<file path="src/rtl/shift_register_universal_if.sv">
// Control/data bundle for shift_register_universal.
// The master drives the controls; the slave (the register) drives the results.
interface shift_register_universal_if #(
    parameter int WIDTH = 8
);
    localparam int CNT_W = $clog2(WIDTH + 1);

    logic             load;
    logic [WIDTH-1:0] load_data;
    logic             shift_en;
    logic [2:0]       mode;
    logic             ser_in;
    logic             burst_start;
    logic [CNT_W-1:0] burst_len;
    logic [WIDTH-1:0] data_out;
    logic             ser_out;
    logic             busy;
    logic             done;

    modport master (
        output load, load_data, shift_en, mode, ser_in, burst_start, burst_len,
        input  data_out, ser_out, busy, done
    );

    modport slave (
        input  load, load_data, shift_en, mode, ser_in, burst_start, burst_len,
        output data_out, ser_out, busy, done
    );
endinterface

</file>
<file path="src/rtl/shift_register_universal.sv">
// Parametrised universal shift register with parallel load, six shift modes,
// registered serial-out and an autonomous burst engine (start/done handshake).
module shift_register_universal #(
    parameter int WIDTH = 8
) (
    input  logic                         clk,
    input  logic                         reset,
    shift_register_universal_if.slave    bus
);
    localparam int CNT_W = $clog2(WIDTH + 1);

    typedef enum logic {
        IDLE,
        BUSY
    } state_t;

    state_t           state_q, state_d;
    logic [WIDTH-1:0] data_q, data_d;
    logic             ser_q, ser_d;
    logic [CNT_W-1:0] cnt_q, cnt_d;
    logic [2:0]       bmode_q, bmode_d;
    logic             done_q, done_d;

    // Returns {ser_out, data}; hold modes keep the previous serial bit.
    function automatic logic [WIDTH:0] shift_op(
        input logic [WIDTH-1:0] q,
        input logic [2:0]       m,
        input logic             si,
        input logic             so
    );
        case (m)
            3'd1:    shift_op = {q[WIDTH-1], q[WIDTH-2:0], si};
            3'd2:    shift_op = {q[0], si, q[WIDTH-1:1]};
            3'd3:    shift_op = {q[WIDTH-1], q[WIDTH-2:0], q[WIDTH-1]};
            3'd4:    shift_op = {q[0], q[0], q[WIDTH-1:1]};
            3'd5:    shift_op = {q[0], q[WIDTH-1], q[WIDTH-1:1]};
            default: shift_op = {so, q};
        endcase
    endfunction

    always_comb begin
        state_d = state_q;
        data_d  = data_q;
        ser_d   = ser_q;
        cnt_d   = cnt_q;
        bmode_d = bmode_q;
        done_d  = 1'b0;

        if (bus.load) begin
            // Load also aborts a running burst without signalling done.
            data_d  = bus.load_data;
            state_d = IDLE;
            cnt_d   = '0;
        end else if (state_q == BUSY) begin
            {ser_d, data_d} = shift_op(data_q, bmode_q, bus.ser_in, ser_q);
            cnt_d = cnt_q - CNT_W'(1);
            if (cnt_q == CNT_W'(1)) begin
                state_d = IDLE;
                done_d  = 1'b1;
            end
        end else if (bus.burst_start) begin
            if (bus.burst_len == '0) begin
                done_d = 1'b1;
            end else begin
                state_d = BUSY;
                cnt_d   = bus.burst_len;
                bmode_d = bus.mode;
            end
        end else if (bus.shift_en) begin
            {ser_d, data_d} = shift_op(data_q, bus.mode, bus.ser_in, ser_q);
        end
    end

    always_ff @(posedge clk or posedge reset) begin
        if (reset) begin
            state_q <= IDLE;
            data_q  <= '0;
            ser_q   <= 1'b0;
            cnt_q   <= '0;
            bmode_q <= '0;
            done_q  <= 1'b0;
        end else begin
            state_q <= state_d;
            data_q  <= data_d;
            ser_q   <= ser_d;
            cnt_q   <= cnt_d;
            bmode_q <= bmode_d;
            done_q  <= done_d;
        end
    end

    assign bus.data_out = data_q;
    assign bus.ser_out  = ser_q;
    assign bus.busy     = (state_q == BUSY);
    assign bus.done     = done_q;
endmodule

</file>
<file path="src/flat_wrapper.sv">
// flat-port wrapper written by rule: the top's interface ports become plain ports
module shift_register_universal_flat 
#(
    parameter int WIDTH = 8
)
  (clk, reset, bus_load, bus_load_data, bus_shift_en, bus_mode, bus_ser_in, bus_burst_start, bus_burst_len, bus_data_out, bus_ser_out, bus_busy, bus_done);
  shift_register_universal_if #(.WIDTH(WIDTH)) bus_i ();
  input  logic clk;
  input  logic reset;
  input wire logic [$bits(bus_i.load)-1:0] bus_load;
  input wire logic [$bits(bus_i.load_data)-1:0] bus_load_data;
  input wire logic [$bits(bus_i.shift_en)-1:0] bus_shift_en;
  input wire logic [$bits(bus_i.mode)-1:0] bus_mode;
  input wire logic [$bits(bus_i.ser_in)-1:0] bus_ser_in;
  input wire logic [$bits(bus_i.burst_start)-1:0] bus_burst_start;
  input wire logic [$bits(bus_i.burst_len)-1:0] bus_burst_len;
  output wire logic [$bits(bus_i.data_out)-1:0] bus_data_out;
  output wire logic [$bits(bus_i.ser_out)-1:0] bus_ser_out;
  output wire logic [$bits(bus_i.busy)-1:0] bus_busy;
  output wire logic [$bits(bus_i.done)-1:0] bus_done;
  assign bus_i.load = bus_load;
  assign bus_i.load_data = bus_load_data;
  assign bus_i.shift_en = bus_shift_en;
  assign bus_i.mode = bus_mode;
  assign bus_i.ser_in = bus_ser_in;
  assign bus_i.burst_start = bus_burst_start;
  assign bus_i.burst_len = bus_burst_len;
  assign bus_data_out = bus_i.data_out;
  assign bus_ser_out = bus_i.ser_out;
  assign bus_busy = bus_i.busy;
  assign bus_done = bus_i.done;
  shift_register_universal #(.WIDTH(WIDTH)) u_core (.clk(clk), .reset(reset), .bus(bus_i));
endmodule
</file>
<file path="config.mk">
export PLATFORM = sky130hd
export DESIGN_NAME = shift_register_universal_flat
export DESIGN_NICKNAME = d
export VERILOG_FILES = /design/src/rtl/shift_register_universal_if.sv /design/src/rtl/shift_register_universal.sv /design/src/flat_wrapper.sv
export SDC_FILE = /design/constraint.sdc
export NUM_CORES = 1
export LEC_CHECK = 0
export CORE_MARGIN = 4
export CORE_UTILIZATION = 45
export DETAILED_ROUTE_END_ITERATION = 12
export PLACE_DENSITY = 0.75
export SYNTH_ARGS = -nofsm -noshare
export SYNTH_HDL_FRONTEND = slang
export SYNTH_SLANG_ARGS = --single-unit
</file>
<file path="constraint.sdc">
create_clock -name clk -period 2 [get_ports clk]
set_clock_uncertainty 0.1 [all_clocks]
set_input_delay 0.6 -clock clk [delete_from_list [all_inputs] [get_ports clk]]
set_output_delay 0.6 -clock clk [all_outputs]
set_load 0.01 [all_outputs]
</file>
[Word level (Yosys, flattened, before mapping)]
Cells that the tools add are included.
Storage, ports and cells
  register bits after elaboration: 18
  latch bits: 0
  RAM bits: 0
  bits in read-only memories: 0
  input port bits: 21
  output and inout bits: 11
  word-level logic and storage cells: 65
  memories: 0
Operators by class
  $add $sub $neg: 1
  multipliers: 0
  div/mod/pow operators: 0
  $lt $le $gt $ge: 0
  equal/unequal tests: 19
  shift-type cells: 0
  muxes and demuxes: 23
  bitwise logic cells: 3
  reductions and logical operators: 12
Operator list (number)
  case mux 9 bit (5 select lines): 2
  two-way mux 8 bit: 4
  two-way mux 4 bit: 4
  two-way mux 1 bit: 13
  equality test 3 x 2 -> 1 bit (second input constant): 4
  equality test 3 bit (second input constant): 4
  != test 6 bit (second input constant): 2
  nonzero test 6 bit: 2
  != test 3 x 2 -> 1 bit (second input constant): 3
  AND reduction 4 bit: 2
  != test 7 bit (second input constant): 1
  nonzero test 7 bit: 1
  equality test 3 x 1 -> 1 bit (second input constant): 2
  AND reduction 6 bit: 1
  nonzero test 3 bit: 2
  AND reduction 5 bit: 1
  equality test 4 x 1 -> 1 bit (second input constant): 1
  zero test 4 bit: 1
  subtractor 4 x 1 -> 4 bit (second input constant): 1
  != test 3 bit (second input constant): 1
  NOT 1 bit: 3
  != test 2 x 1 -> 1 bit (second input constant): 1
  AND reduction 2 bit: 1
  nonzero test 2 bit: 1

[Logic depth before layout (Yosys ltp)]
  word-level depth: 6
  depth in mapped cells: 5

[Worst setup path before layout]
Ideal clock, no wire load.
  kind: input port to flip-flop
  start: input bus_burst_len[2]
  end: register u_core.bmode_q[0]
  arrival time: 1662 ps
  required time: 1775 ps
  path slack: 113 ps
  cell stages on the path: 3
  path buffers: 0
  path through: o41ai_1 > or3_1 > mux2_2
Between the ends
  word-level cells in the longest chain between the ends: 3
RTL lines
  start, declared: RTL line flat_wrapper.sv:16  | input wire logic [$bits(bus_i.burst_len)-1:0] bus_burst_len;
  zero test 4 bit: RTL line shift_register_universal.sv:62  | if (bus.burst_len == '0) begin
  NOT 1 bit (no source line)
  AND reduction 4 bit (no source line)
  end signal, assigned: RTL line shift_register_universal.sv:87  | bmode_q <= bmode_d;
  end, declared: RTL line shift_register_universal.sv:21  | logic [2:0] bmode_q, bmode_d;
Every way passes these cells.
A chain may end at the register's enable or synchronous reset.

[Worst setup path after layout]
  start: register u_core.data_q[3] (netlist: u_core.bus.data_out[3])
  end: output bus_data_out[3]
RTL lines
  start, declared: RTL line shift_register_universal.sv:18  | logic [WIDTH-1:0] data_q, data_d;
  start signal, assigned: RTL line shift_register_universal.sv:84  | data_q <= data_d;
  end, declared: RTL line flat_wrapper.sv:17  | output wire logic [$bits(bus_i.data_out)-1:0] bus_data_out;
No word-level cell between the ends.

==> metrics <==
Reg clk slew, reported paths=~110 ps; cells on worst reg2reg path=5; fillers=178; Clock Latency Late Sink=300 ps; max-cap viol count=0; Tmin final=1983 ps; synth top area cells=dfrtp_1, mux2i_1, a21oi_1; worst hold path endpoint=u_core.bus.ser_out; switching portion of total power=33.83%; DIE AREA=~3500 µm²; crit path DAT=1280 ps; worst setup path class=flip-flop to output pin; gpl congestion=0.8046; initial DRC count=63; H-tree lvl count=1; Synth Area in XOR/XNOR=0.7455%; Layout Utilization=between 70 and 80%; status=finished, final reports clean; crit-path max cell delay=570 ps; port bufs=31; r2r setup slk=220 ps; delay-heaviest family, CP=buffers and inverters; Nets=213; Fin. Hold Viols=0; worst-path cell chain=clkdlybuf4s50_1; top_reg_cell synth=dfrtp_1; Starting Density=47.42%; asr flop ratio synth=100.0%; via-per-instance ratio=5.712; Final ANT Viol Nets=0; Max Clk Rate=approximately 0.5 GHz; CTS Hold Bufs=0; mean routed wirelength per cell=15.96 µm; largest net degree at the start of global routing=19; CP Data Required Time=roughly 1300 ps; worst vdd ir=~480 µV; cell taking the most area after synthesis=dfrtp_1; R2R Path Start=u_core.bmode_q[1]; CTS tree=done; Seq/Total Area, Yosys=38.34%; row count=18; WP buf/inv=1; largest family of logic cells by synthesized area=compound AO/OA/AOI/OAI gates; largest fanout on the critical path=3; P per Cell Area=706.2 nW/µm²; post-synthesis compound-gate area fraction=a little under a quarter; Max stage delay cell, worst path=clkdlybuf4s50_1; multiplexer share of the synthesized area=9.691%; slew margin rel.=73.16%; Num CTS Buffers=3; via count=around 1300; Pre-antenna DRT Iters=4; Overflow after GRT=0; EDFF count, synth=0; CTS root buf=clkbuf_4; hold path cells=2; Synth cell types=40; Switch Pwr=0.4344 mW; Slew @ Worst Pin=397.6 ps; global-route wire length before repair=5299 µm; antenna violations before repair=0; total wire length=3495 µm; drt drc=0; r2r endpoint=u_core.bus.data_out[0]; Die Y=59.10 µm; Diodes inserted=0; HP Class=flip-flop to flip-flop; post-synthesis adder-cell area fraction=2.130%; vias in the first global route=between 1000 and 1500; leak pwr=roughly 0.8 nW; Synth Register Bits=18; internal cell power=0.8495 mW; Syn. warnings=0; Gate power share=a little over two fifths; Die W=59.10 µm; Mapped Area=1175 µm²; max-slew violation count=0; core footprint=2477 µm²; Post-Synthesis Cells=126; Final HPWL DP=roughly 2400 µm; hold wc startpoint=u_core.bus.ser_out; sequential share of power=37.8%; CP endpoint kind=output pin; GRT Resource Usage Total=19.75%; total power=around 1.3 mW; layout overhead on the synthesized area=54.74%; fin crit share=99.17%; layout cell share with drive strength beyond 1=26.98%; CTS sink cnt=18; Clk pwr share=18.4%; Top Ports=32; Avg Cell Area, Syn=9.324 µm²; Synth Area in Simple Gates=22.47%; Critical Path Source Type=flip-flop; syn nets=149; CTS Buffer Depth=2; area share of the largest cell type after synthesis=a little under two fifths; final setup violation count=0
## power groups by stage
stage,combinational (mW),clock (mW),sequential [mW]
after detailed placement,0.463,0,0.505
after CTS,0.488,0.242,0.495
after floorplan,0.244,0,0.505
final,0.562,0.236,0.486
after global routing,0.604,0.259,0.494
after global placement,0.449,0,0.503
## worst max-delay path by stage
stage / from / to / depth (start not counted)
after global routing: u_core.bus.data_out[3] / bus_data_out[3] / 1
after floorplan: bus_burst_len[2] / u_core.bmode_q[0] / 3
after CTS: u_core.bus.data_out[1] / bus_data_out[1] / 1
after detailed placement: bus_mode[1] / u_core.bus.ser_out / 6
after global placement: bus_mode[1] / u_core.bus.ser_out / 6
final: u_core.bus.data_out[3] / bus_data_out[3] / 1
## state kept, by name, summed over array words and instances (netlist names)
signal and count:
u_core.bus.data_out 8, u_core.bus.ser_out 1, u_core.bus.done 1, u_core.cnt_q 4
u_core.bus.busy 1, u_core.bmode_q 3
## cells in the mapped netlist, types with 2 or more instances
library cell and n:
dfrtp_1 18, a21oi_1 12, mux2i_1 8, nor2_1 7
o22ai_1 7, nand2_1 6, nand3_1 5, nor2b_1 5
nor3_1 5, a211oi_1 4, inv_1 4, nor3b_1 4
buf_2 3, mux2_2 3, nand2b_1 3, o21ai_0 3
or3_1 3, a22oi_1 2, and2b_1 2, ha_1 2
## routing by layer
layer / GRT usage, % / routed length, µm / up-vias
met5: 0 / 0 / -
met2: 34.54 / 1868 / 36
li1: - / - / 604
met1: 23.47 / 1384 / 601
met3: 3.486 / 137 / 10
met4: 8.738 / 105 / 0
## cell type report
type | instances | area [µm²] | share of cell area (%)
timing repair buffer | 62 | 556.8 | 30.63
clock buffer | 4 | 36.28 | 1.996
multi-input combinational | 100 | 715.7 | 39.37
tap | 30 | 37.54 | 2.065
sequential | 18 | 452.9 | 24.91
inverter | 5 | 18.77 | 1.032
## cells in the final DEF, fill, tap and decap left out, types with 3 or more instances in the layout
master | Yosys | routed
nor3_1 | 5 | 4
mux2_2 | 3 | 3
inv_1 | 4 | 4
nor2b_1 | 5 | 5
nand2_1 | 6 | 6
dlygate4sd2_1 | 0 | 3
o21ai_0 | 3 | 3
a21oi_1 | 12 | 11
clkdlybuf4s50_1 | 0 | 26
buf_4 | 0 | 30
nor3b_2 | 1 | 3
o22ai_1 | 7 | 7
dfrtp_1 | 18 | 16
clkbuf_4 | 0 | 3
nor2_1 | 7 | 7
nand3_1 | 5 | 5
nand2b_1 | 3 | 3
mux2i_1 | 8 | 8
a211oi_1 | 4 | 4
## metrics by stage
step	setup WS, ps	instances	hold WS, ps	TNS [ps]	cell area, µm²
2_1_floorplan	113.2	126	402.0	0	1175
3_3_place_gp	-387.2	203	442.4	-4489	1650
3_5_place_dp	-420.2	203	445.7	-4876	1650
4_1_cts	0.6986	209	464.1	0	1728
5_1_grt	-25.94	219	475.1	-25.94	1818
6_report	16.59	219	456.9	0	1818
## cells by family (layout without fill, tap and decap cells)
kind of cell / Yosys count / count (layout)
simple gates: 46 / 46
xor+xnor: 1 / 1
fa+ha+maj: 2 / 2
compound gates: 40 / 40
mux: 11 / 11
buf+inv: 8 / 71
flops: 18 / 18
## repair_timing
item | CTS | global route
resized for setup | 9 | 4
cloned | 0 | 0
pin swaps | 2 | 0
endpoints found under the setup margin | 12 | 16
setup buffers | 2 | 10
Note: power is estimated with default switching activity, not from simulation.
